**src/rtl/rram_read_capture.sv**
```systemverilog
// rram_read_capture
// Captures sense-amp words on each rising edge of sa_rdy while a read is
// armed, tags them with rram_addr and queues them in a first-word-fall-through
// FIFO for the slow SPI readback path.
// Optional feature macro: READ_CAPTURE_ERR_CNT_EN enables the saturating
// mismatched-bit counter on err_cnt (otherwise err_cnt is tied to zero).
module rram_read_capture #(
  parameter int WORD_W     = 48,
  parameter int ADDR_W     = 16,
  parameter int FIFO_DEPTH = 8,
  parameter int LVL_W      = $clog2(FIFO_DEPTH + 1)
) (
  input  logic              mclk,
  input  logic              rst,
  input  logic              cap_en,
  input  logic              clr,
  input  logic [ADDR_W-1:0] rram_addr,
  input  logic              sa_rdy,
  input  logic [WORD_W-1:0] sa_do,
  input  logic [WORD_W-1:0] di,
  input  logic              rd_pop,
  output logic              rd_valid,
  output logic [WORD_W-1:0] rd_data,
  output logic [ADDR_W-1:0] rd_addr,
  output logic [LVL_W-1:0]  fifo_level,
  output logic              overflow,
  output logic [15:0]       err_cnt
);

  localparam int IDX_W   = $clog2(FIFO_DEPTH);
  localparam int PTR_W   = IDX_W + 1;
  localparam int ENTRY_W = ADDR_W + WORD_W;

  typedef enum logic {
    IDLE,
    ARMED
  } cap_state_t;

  cap_state_t state;
  logic sa_rdy_q;

  logic [ENTRY_W-1:0] mem [FIFO_DEPTH];
  logic [ENTRY_W-1:0] head;
  logic [PTR_W-1:0] wptr, rptr, wptr_nxt, rptr_nxt;
  logic empty, full, capture, do_pop, do_write, drop;

  // Capture fires on a sa_rdy rise seen only while armed; pops are only
  // honoured when there is something to pop, and a full FIFO accepts a new
  // entry only if the head leaves in the same cycle.
  assign empty    = (wptr == rptr);
  assign full     = (wptr[IDX_W] != rptr[IDX_W]) &&
                    (wptr[IDX_W-1:0] == rptr[IDX_W-1:0]);
  assign capture  = (state == ARMED) && sa_rdy && !sa_rdy_q;
  assign do_pop   = rd_pop && !empty;
  assign do_write = capture && (!full || do_pop);
  assign drop     = capture && full && !do_pop;
  assign wptr_nxt = wptr + PTR_W'(do_write);
  assign rptr_nxt = rptr + PTR_W'(do_pop);

  // Head entry falls through combinationally; outputs read zero when empty
  // so stale or never-written storage is never exposed.
  assign head     = mem[rptr[IDX_W-1:0]];
  assign rd_valid = !empty;
  assign rd_data  = empty ? '0 : head[WORD_W-1:0];
  assign rd_addr  = empty ? '0 : head[ENTRY_W-1:WORD_W];

  // Arming follows cap_en one cycle later; edges seen while idle are lost.
  always_ff @(posedge mclk) begin
    if (rst) begin
      state <= IDLE;
    end else begin
      case (state)
        IDLE:    if (cap_en)  state <= ARMED;
        ARMED:   if (!cap_en) state <= IDLE;
        default: state <= IDLE;
      endcase
    end
  end

  // Registered copy of sa_rdy for rising-edge detection.
  always_ff @(posedge mclk) begin
    if (rst) sa_rdy_q <= 1'b0;
    else     sa_rdy_q <= sa_rdy;
  end

  // Storage has no reset; the pointers alone define which entries are live.
  always_ff @(posedge mclk) begin
    if (do_write) mem[wptr[IDX_W-1:0]] <= {rram_addr, sa_do};
  end

  // Pointers and level move together so fifo_level is always consistent.
  always_ff @(posedge mclk) begin
    if (rst) begin
      wptr       <= '0;
      rptr       <= '0;
      fifo_level <= '0;
    end else begin
      wptr       <= wptr_nxt;
      rptr       <= rptr_nxt;
      fifo_level <= LVL_W'(wptr_nxt - rptr_nxt);
    end
  end

  // Sticky drop flag; a clear in the same cycle as a drop takes priority.
  always_ff @(posedge mclk) begin
    if (rst)       overflow <= 1'b0;
    else if (clr)  overflow <= 1'b0;
    else if (drop) overflow <= 1'b1;
  end

`ifdef READ_CAPTURE_ERR_CNT_EN
  localparam int PC_W = $clog2(WORD_W + 1);

  function automatic logic [PC_W-1:0] popcount(input logic [WORD_W-1:0] v);
    logic [PC_W-1:0] c;
    c = '0;
    for (int i = 0; i < WORD_W; i++) c = c + PC_W'(v[i]);
    return c;
  endfunction

  logic [PC_W-1:0] mismatch_bits;
  logic [16:0]     err_sum;

  assign mismatch_bits = popcount(sa_do ^ di);
  assign err_sum       = {1'b0, err_cnt} + 17'(mismatch_bits);

  // Every capture event counts, including dropped ones; the count sticks
  // at all-ones instead of wrapping, and clear beats a concurrent add.
  always_ff @(posedge mclk) begin
    if (rst)          err_cnt <= 16'h0;
    else if (clr)     err_cnt <= 16'h0;
    else if (capture) err_cnt <= err_sum[16] ? 16'hFFFF : err_sum[15:0];
  end
`else
  logic unused_di;

  assign unused_di = ^di;
  assign err_cnt   = 16'h0;
`endif

endmodule

```
**config.mk**
```make
export PLATFORM = sky130hd
export DESIGN_NAME = rram_read_capture
export DESIGN_NICKNAME = d
export VERILOG_FILES = /design/src/rtl/rram_read_capture.sv
export SDC_FILE = /design/constraint.sdc
export NUM_CORES = 1
export LEC_CHECK = 0
export BUFFER_PORTS_ARGS = -buffer_cell sky130_fd_sc_hd__buf_4
export CAP_MARGIN = 20
export CORE_MARGIN = 4
export CORE_UTILIZATION = 25
export CTS_BUF_LIST = sky130_fd_sc_hd__clkbuf_16
export CTS_CLUSTER_SIZE = 25
export DETAILED_ROUTE_END_ITERATION = 10
export SLEW_MARGIN = 20
export SYNTH_ARGS = -nofsm -noshare
export SYNTH_HDL_FRONTEND = slang
export SYNTH_SLANG_ARGS = --single-unit
```
**constraint.sdc**
```tcl
create_clock -name mclk -period 5.5 [get_ports mclk]
set_input_delay 1.65 -clock mclk [delete_from_list [all_inputs] [get_ports mclk]]
set_output_delay 1.65 -clock mclk [all_outputs]
set_load 0.02 [all_outputs]
```
Word level (Yosys, flattened, before mapping)
Memories as Yosys holds them, arrays and structs flattened. A register that Yosys moved wholly into a read port is not among the register bits.
Cells that the tools add are included.
- reduce and logical (&&, ||, !) cells: 13
- add/sub/neg operators: 3
- equal/unequal tests: 3
- mux-type cells: 6
- operators by type and width (kind ; number):
    2-to-1 mux 48 bit ; 1
    2-to-1 mux 16 bit ; 1
    adder 4 x 1 -> 4 bit ; 2
    logical AND 1 bit ; 7
    == test 4 bit ; 1
    logical NOT 1 bit ; 4
    subtractor 4 bit ; 1
    == test 3 bit ; 1
    2-to-1 mux 1 bit ; 3
    2-to-1 mux 3 bit ; 1
    OR reduction 2 bit ; 1
    logical OR 1 bit ; 1
    != test 1 bit ; 1
- bits in registers: 15
- logic and storage cells: 32
- memories: 1
- memory bits (writable): 512
- input bits: 118
- output and inout bits: 86
- memory list (memory ; depth ; width ; rd ports ; clocked after memory_dff ; wr ports ; RTL line ; RTL):
    mem ; 8 ; 64 ; 1 ; 1 ; 1 ; 42 ; logic [ENTRY_W-1:0] mem [FIFO_DEPTH];

Logic depth before layout (Yosys ltp)
Gate-level depths: netlist (run 1).
- word-level depth: 7
- mapped depth: 15
- mapped depth without buffers: 12

Worst setup path after synthesis (run 1)
No wires, ideal clock.
- path type: input to register
- from: input port sa_rdy
- to: memory mem[3][0] in the netlist's numbering (enable)
- data required time: 5.071 ns
- data arrival time: 3.686 ns
- stages on the path: 4
- library setup time: 0.429 ns
- buffers on the path: 0
- path slack: 1.384 ns
- cell sequence: nand2_1 -> nor2_1 -> a21boi_2 -> and4b_1
- word-level cells in the longest chain between the ends: 5
- ends and longest elaborated chain (element ; RTL line ; RTL):
    start, declared ; 18 ; input logic sa_rdy,
    logical AND 1 bit (2 in a row) ; 53 ; assign capture = (state == ARMED) && sa_rdy && !sa_rdy_q;
    logical AND 1 bit ; 55 ; assign do_write = capture && (!full || do_pop);
    2-to-1 mux 1 bit ; 88 ; if (do_write) mem[wptr[IDX_W-1:0]] <= {rram_addr, sa_do};
    2-to-1 mux 1 bit (not written as such) ; 88 ;
    end, declared ; 42 ;
No other way between the ends.

Worst setup path in the final report (run 1)
- from: register rptr[2]
- to: output port rd_data[30]
- word-level cells in the longest chain between the ends: 2
- ends and longest elaborated chain (element ; RTL line ; RTL):
    start, declared ; 44 ; logic [PTR_W-1:0] wptr, rptr, wptr_nxt, rptr_nxt;
    start signal, assigned ; 99 ; rptr <= rptr_nxt;
    == test 4 bit ; 50 ; assign empty = (wptr == rptr);
    2-to-1 mux 48 bit ; 64 ; assign rd_data = empty ? '0 : head[WORD_W-1:0];
    end, declared ; 23 ; output logic [WORD_W-1:0] rd_data,
No other way between the ends.

==> results.toml, run 1 <==
[timing]
worst_pin_slew_ps = 1090
min_period_ps = 4730
setup_viol = 0
slew_headroom = 0.275
rsz0062_at_grt = "no"
hold_violations = 0
tns_ps = 0
fin_crit_sh = 0.860
final.setup.worst_slack_ps = 770
finClkSkew_ps = 23.0
slew_violations = 0
clock.fmax_ghz = 0.211

[clocking]
insertion_delay_ps = 600
path_clk_slew_ps = 60
cts_tree = "built"
postCtsSetupRepairBufs = 0
cts-root-buf = "clkbuf_16"
cts_buffers = 56
cts_resized = 0
clockBufferDepth = 3
hold_buffers = 0
clock-sinks = 527
cts_max_level = 2

[floorplanning]
initial_utilization = 0.252
rows = 105
ios = 204
core_um2 = 82000
die_area_um2 = 87200
die_y_um = 295
fp.dieW_um = 295

[finish]
drive_gt1_frac = 0.195
fillCellCount = 8017
synthToLayoutAreaGrowth_pct = 19.6
fin_nets = 1396

[synth]
synth_cell_type_count = 40
synth_warnings = 0
syn-instance-count = 1123
postSynthAreaPerCell_um2 = 18.4
ys_ff_latch = 527
syn_area_um2 = 20600
seq_area_frac_synth = 0.759

[detailed_routing]
drc = 0
postRouteAntennaNets = 0
wl_um = 46900
wl_per_cell_um = 19.7
firstDrtPassIters = 4
vias = 10400
via_per_inst = 4.35
drt_iter0_drc = 754

[pwr]
power.density_nw_per_um2 = 356
irDropWorstVdd_mv = 0.210
p_leak_nw = 8.00
total_power_mw = 8.78

[global_route]
overflow = 0
grt_max_degree = 125
grt_pass1_wl_um = 67900
grtUsageTotal = 0.104
antenna_found_initial = 1
grt_pass1_vias = 10700

[status]
status = "finished clean"

[placed_design]
io_buffers = 139
pre_cts_slack_ps = 1280
dp_hpwl_um = 24600
gp_congestion = 0.688

[worst_setup_path]
critPathRequiredTime_ps = 3850
worstPathCellList = "xor2_1, nor3_2, nand2_2, buf_12, and3_1, buf_4"
cp_top_family = "simple AND/OR/NAND/NOR gates"
path_class = "register to output port"
critPathLaunchType = "register"
cp_max_fo = 34
critPathBufInv = 2
slowest_stage = "nand2_2"
cp-end-kind = "output port"
cpPeakStageDelay_ps = 640
arrival_ps = 3080

[hold_path]
hp-class = "register to register"

[run]
maxCapViolations = 0
## cell usage after synthesis
cell	count	area, µm²
a21boi_2	1	11.3
a21oi_1	1	5.00
a22oi_1	128	961
a31oi_1	1	6.26
and2_1	1	6.26
and2_4	1	8.76
and2b_1	1	7.51
and3_1	60	375
and3_2	5	37.5
and3b_1	1	8.76
and4_1	1	8.76
and4b_1	3	30.0
and4bb_2	2	25.0
buf_1	2	7.51
buf_2	12	60.1
buf_4	42	315
buf_6	6	67.6
buf_8	1	15.0
clkbuf_1	19	71.3
clkbuf_4	1	7.51
conb_1	1	3.75
dfxtp_1	15	300
edfxtp_1	512	15400
fa_1	1	20.0
ha_1	7	87.6
inv_1	4	15.0
mux2_2	1	11.3
mux2i_1	256	2560
nand2_1	1	3.75
nand2_2	1	6.26
nand3_1	2	10.0
nor2_1	10	37.5
nor2_2	1	6.26
nor2b_1	8	50.1
nor3_1	1	5.00
nor3_2	1	10.0
nor3b_1	1	7.51
o21ai_0	1	5.00
xnor2_1	4	35.0
xor2_1	6	52.6
## logic make-up after synthesis
kind of cell             after synthesis  share of synthesized area
adder cells (fa/ha/maj)                8                    0.00521
multiplexers                         257                      0.125
flip-flops                           527                      0.759
buffers and inverters                 87                     0.0271
XOR/XNOR                              10                    0.00424
other                                  1                   0.000182
AO/OA/AOI/OAI                        132                     0.0479
AND/OR/NAND/NOR                      101                     0.0312
## per-stage QoR
| stage | hold slack [ps] | utilization | instance area [µm²] | std cells |
|---|---|---|---|---|
| floorplan | 530 | - | 20700 | 1138 |
| global placement | 549 | 0.279 | 22900 | 2282 |
| detailed placement | 561 | 0.279 | 22900 | 2282 |
| CTS | 578 | 0.301 | 24700 | 2381 |
| global route | 606 | 0.301 | 24700 | 2381 |
| finish | 569 | 0.301 | 24700 | 2382 |
## flip-flops by register name, indices dropped and copies added (netlist names)
register and flops:
overflow 1, sa_rdy_q 1, state 1, fifo_level 4, rptr 4, mem 512, wptr 4
## cells in the final DEF (no fill, tap or decap), drive strengths merged, types with 3 or more instances in the layout
master / n
xnor2: 4
xor2: 6
nor2: 11
bufinv: 8
edfxtp: 512
and3: 65
clkinv: 20
and4b: 3
a22oi: 128
clkbuf: 56
buf: 157
nor2b: 8
inv: 19
conb: 16
dfxtp: 15
ha: 7
mux2i: 256
## power breakdown
| part | leakage [nW] | switching, mW | internal [mW] |
|---|---|---|---|
| logic | 2.33 | 0.373 | 0.270 |
| clock network | 0.936 | 1.49 | 2.22 |
| registers | 4.73 | 0.00757 | 4.42 |
## worst min-delay path, delay by kind of cell (launching register included)
family / cells / cell delay, ps
simple gates: 1 / 80
xor+xnor: 1 / 110
flops: 1 / 350
## worst paths after layout
check	depth (start not counted)	slack, ps	from	to
max	6	770	rptr[2]	rd_data[30]
min	2	570	rptr[3]	rptr[3]
max reg2reg	12	1770	rptr[2]	fifo_level[3]
min reg2reg	2	570	rptr[3]	rptr[3]
## routing by layer
metal  vias up  routed length [µm]  track usage
li1       4759                   -            -
met1      5320               20100        0.132
met2       229               23400        0.182
met3        65                2470       0.0219
met4         0                 935       0.0279
met5         -                   0            0
## layout make-up
cell class                 count  area [µm²]  area share
antenna                        1        2.50    0.000101
clock buffer                  56        1400      0.0568
clock inverter                43         418      0.0169
inverter                       4        15.0    0.000608
multi-input combinational    524        4510       0.183
sequential                   527       15700       0.635
tap                         1070        1340      0.0542
timing repair buffer         157        1320      0.0533
Power figures use the tool's default switching activity.
==> inputs of run 2 (changes only) <==
--- a/config.mk
+++ b/config.mk
@@ -12,6 +12,7 @@
 export CTS_BUF_LIST = sky130_fd_sc_hd__clkbuf_16
 export CTS_CLUSTER_SIZE = 25
 export DETAILED_ROUTE_END_ITERATION = 10
+export SKIP_CTS_REPAIR_TIMING = 1
 export SLEW_MARGIN = 20
 export SYNTH_ARGS = -nofsm -noshare
 export SYNTH_HDL_FRONTEND = slang
==> constraint.sdc (replaced) <==
create_clock -name mclk -period 4 [get_ports mclk]
set_input_delay 1.2 -clock mclk [delete_from_list [all_inputs] [get_ports mclk]]
set_output_delay 1.2 -clock mclk [all_outputs]
set_load 0.02 [all_outputs]
==> results.toml, run 2 (synthesis results as in run 1) <==
[floorplanning]
core_um2 = 82000
fp.dieW_um = 295
rows = 105
ios = 204
die_y_um = 295
initial_utilization = 0.252
die_area_um2 = 87200

[timing]
slew_headroom = 0.576
setup_viol = 0
slew_violations = 0
hold_violations = 0
worst_pin_slew_ps = 636
finClkSkew_ps = 21.4
rsz0062_at_grt = "no"
clock.fmax_ghz = 0.265
fin_crit_sh = 0.943
min_period_ps = 3770
tns_ps = 0

[global_route]
antenna_found_initial = 1
overflow = 0
grt_max_degree = 64
grt_pass1_vias = 11100
grt_pass1_wl_um = 69100
grtUsageTotal = 0.106

[finish]
final_cell_mix = "edfxtp_1 (512), mux2i_1 (256), buf_4 (163), a22oi_1 (128), and3_1 (59)"
final_common_cell = "edfxtp_1"
fin_nets = 1423
stdcell_area_um2 = 25000
drive_gt1_frac = 0.216
antennaDiodeCount = 0
largest_reg_flops = 512
synthToLayoutAreaGrowth_pct = 21.3

[detailed_routing]
drt_iter0_drc = 653
via_per_inst = 4.37
wl_um = 47500
wl_per_cell_um = 19.7
drc = 0
firstDrtPassIters = 4
vias = 10600
postRouteAntennaNets = 0

[clocking]
clockBufferDepth = 3
cts_max_level = 2
insertion_delay_ps = 600
path_clk_slew_ps = 50
cts_tree = "built"
clock-sinks = 527
cts-root-buf = "clkbuf_16"
cts_buffers = 57

[pwr]
p_leak_nw = 8.20
total_power_mw = 12.1
irDropWorstVdd_mv = 0.421
power.density_nw_per_um2 = 485

[worst_setup_path]
cp_max_fo = 31
reg2reg_slack_ps = 1000
path_class = "register to output port"
cp-end-kind = "output port"
critPathRequiredTime_ps = 2800
worstPathCellList = "and2_4, buf_12, a22oi_1, and3_1, buf_4"
slowest_stage = "dfxtp_1"
endpoint = "rd_addr[4]"
r2r_end = "fifo_level[3]"
r2r-start = "rptr[0]"
cpPeakStageDelay_ps = 570
crit_path_start = "rptr[1]"
arrival_ps = 2570
reg2reg_depth = 12
critPathLaunchType = "register"

[placed_design]
dp_hpwl_um = 25900
io_buffers = 139
dpl_cell_area_um2 = 23200
gp_congestion = 0.684

[run]
maxCapViolations = 0

[hold_path]
hp-class = "register to register"

[status]
status = "finished clean"
-- run 2: power breakdown --
group	switching, mW	internal [mW]	total [mW]	leakage [nW]
clock network	2.10	3.03	5.13	0.974
logic	0.509	0.392	0.900	2.49
registers	0.0236	6.08	6.11	4.73
total	2.63	9.50	12.1	8.20
-- run 2: final cells by class --
type | instances | area (µm²)
repair buffers | 183 | 1620
inverters | 4 | 15.0
multi-input cells | 524 | 4510
flip-flops and latches | 527 | 15700
clock buffers | 58 | 1450
fillers | 7932 | 56900
clock inverters | 50 | 420
well taps | 1070 | 1340
-- run 2: metrics by stage --
step                      cells  utilization  hold WS [ps]  setup slack [ps]
after global routing       2416        0.305           617              74.0
final                      2416        0.305           586               226
after detailed placement   2308        0.283           574               613
after CTS                  2416        0.305           589               159
after floorplan            1138            -           530               334
after global placement     2308        0.283           547               581
-- run 2: per-layer routing --
metal / global-route usage / vias up / part of all wire
met5: 0 / - / 0.00027
met1: 0.133 / 5412 / 0.43
met3: 0.0206 / 79 / 0.046
met2: 0.187 / 242 / 0.50
met4: 0.0296 / 2 / 0.021
li1: - / 4822 / -
-- run 2: worst min path at each step --
stage,startpoint,cells past startpoint,endpoint,slack (ps)
2_1_floorplan,wptr[3],2,wptr[3],530
3_3_place_gp,wptr[3],2,wptr[3],550
3_5_place_dp,wptr[3],2,wptr[3],570
4_1_cts,wptr[3],2,wptr[3],590
5_1_grt,wptr[3],2,wptr[3],620
6_report,wptr[3],2,wptr[3],590
-- run 2: worst max-delay path, delay by kind of cell, from the launching register on --
family	cells	cell delay, ps
flip-flops	1	570
AND/OR/NAND/NOR	2	770
AO/OA/AOI/OAI	1	130
buffers and inverters	2	470
==> inputs of run 3 (changes only) <==
--- a/config.mk
+++ b/config.mk
@@ -12,6 +12,7 @@
 export CTS_BUF_LIST = sky130_fd_sc_hd__clkbuf_16
 export CTS_CLUSTER_SIZE = 25
 export DETAILED_ROUTE_END_ITERATION = 10
+export RECOVER_POWER = 100
 export SKIP_CTS_REPAIR_TIMING = 1
 export SLEW_MARGIN = 20
 export SYNTH_ARGS = -nofsm -noshare
==> results.toml, run 3 (synthesis results as in run 1) <==
[status]
status = "finished clean"

[finish]
largest_reg_flops = 512
final_cell_mix = "edfxtp_1 (512), mux2i_1 (256), a22oi_1 (128), clkbuf_1 (106), and3_1 (60)"
synthToLayoutAreaGrowth_pct = 18.3
drive_gt1_frac = 0.134
final_common_cell = "edfxtp_1"
fin_nets = 1423

[floorplanning]
rows = 105
ios = 204
die_area_um2 = 87200
fp.dieW_um = 295
initial_utilization = 0.252
core_um2 = 82000
die_y_um = 295

[detailed_routing]
dr_wl_met3_um = 2080
vias = 10600
route.met2.wl_um = 23700
wl_um = 47500
postRouteAntennaNets = 0
wl_per_cell_um = 19.6
drt_iter0_drc = 695
dr.max_layer_used = "met5"
via_per_inst = 4.38
wl_met1_um = 20600
drc = 0
firstDrtPassIters = 5

[clocking]
clockBufferDepth = 3
insertion_delay_ps = 600
clock-sinks = 527
cts_buffers = 57
path_clk_slew_ps = 60
cts_tree = "built"
cts-root-buf = "clkbuf_16"
cts_max_level = 2

[global_route]
grtUsageTotal = 0.106
grt_pass1_wl_um = 69100
grt_pass1_vias = 11100
overflow = 0
antenna_found_initial = 2
grt_max_degree = 64

[timing]
setup_viol = 0
min_period_ps = 3810
tns_ps = 0
slew_headroom = 0.0871
hold_violations = 0
worst_pin_slew_ps = 1370
clock.fmax_ghz = 0.262
slew_violations = 0
rsz0062_at_grt = "no"
fin_crit_sh = 0.953
finClkSkew_ps = 19.9

[worst_setup_path]
critPathRequiredTime_ps = 2800
cp-end-kind = "output port"
arrival_ps = 2610
path_class = "register to output port"
critPathLaunchType = "register"
cp_max_fo = 22

[pwr]
p_leak_nw = 7.74
power.density_nw_per_um2 = 494
irDropWorstVdd_mv = 0.417
total_power_mw = 12.1

[hold_path]
hp-class = "register to register"

[placed_design]
gp_congestion = 0.684
io_buffers = 139
dp_hpwl_um = 25900

[run]
maxCapViolations = 0
## run 3: cell types whose count changed in the layout (fill, tap and decap cells not counted), sizes merged
cell / delta
buf: -146
clkbuf: +146
diode: +2
## run 3: layout make-up
type                    count  area (µm²)
flip-flops and latches    527       15700
clock inverters            50         420
fillers                  8057       57600
clock buffers              58        1450
well taps                1070        1340
inverters                   4        15.0
repair buffers            183        1010
diodes                      2        5.00
multi-input cells         524        4490
## run 3: worst paths after layout
| path | slack, ps | end | depth (start not counted) | startpoint |
|---|---|---|---|---|
| max | 190 | rd_data[14] | 6 | rptr[0] |
| min | 590 | wptr[3] | 2 | wptr[3] |
| max reg2reg | 400 | mem[1][26] | 6 | rptr[0] |
| min reg2reg | 590 | wptr[3] | 2 | wptr[3] |
## run 3: metal layers
metal,track usage,vias up
li1,-,4827
met1,0.133,5454
met2,0.187,237
met3,0.0206,79
met4,0.0296,2
met5,0,-
## run 3: worst max-delay path, cell delays in order, from the launching register on
cell and delay, ps:
dfxtp_4 620, buf_12 270, clkbuf_2 340, mux2i_1 220, a22oi_1 100, and3_1 240
buf_4 160
## run 3: through the flow
| stage | worst slack, ps | area (µm²) | cells | hold slack (ps) | utilization |
|---|---|---|---|---|---|
| final | 189 | 24400 | 2418 | 588 | 0.298 |
| after global routing | 38.5 | 24400 | 2416 | 617 | 0.298 |
| after CTS | 159 | 25000 | 2416 | 589 | 0.305 |
| after detailed placement | 613 | 23200 | 2308 | 574 | 0.283 |
| after global placement | 581 | 23200 | 2308 | 547 | 0.283 |
| after floorplan | 334 | 20700 | 1138 | 530 | - |
## run 3: power breakdown
group          leakage, nW  switching (mW)  internal, mW
sequential            4.73          0.0232          6.08
combinational         2.03           0.508         0.313
clock                0.974            2.11          3.03
total                 7.74            2.64          9.43
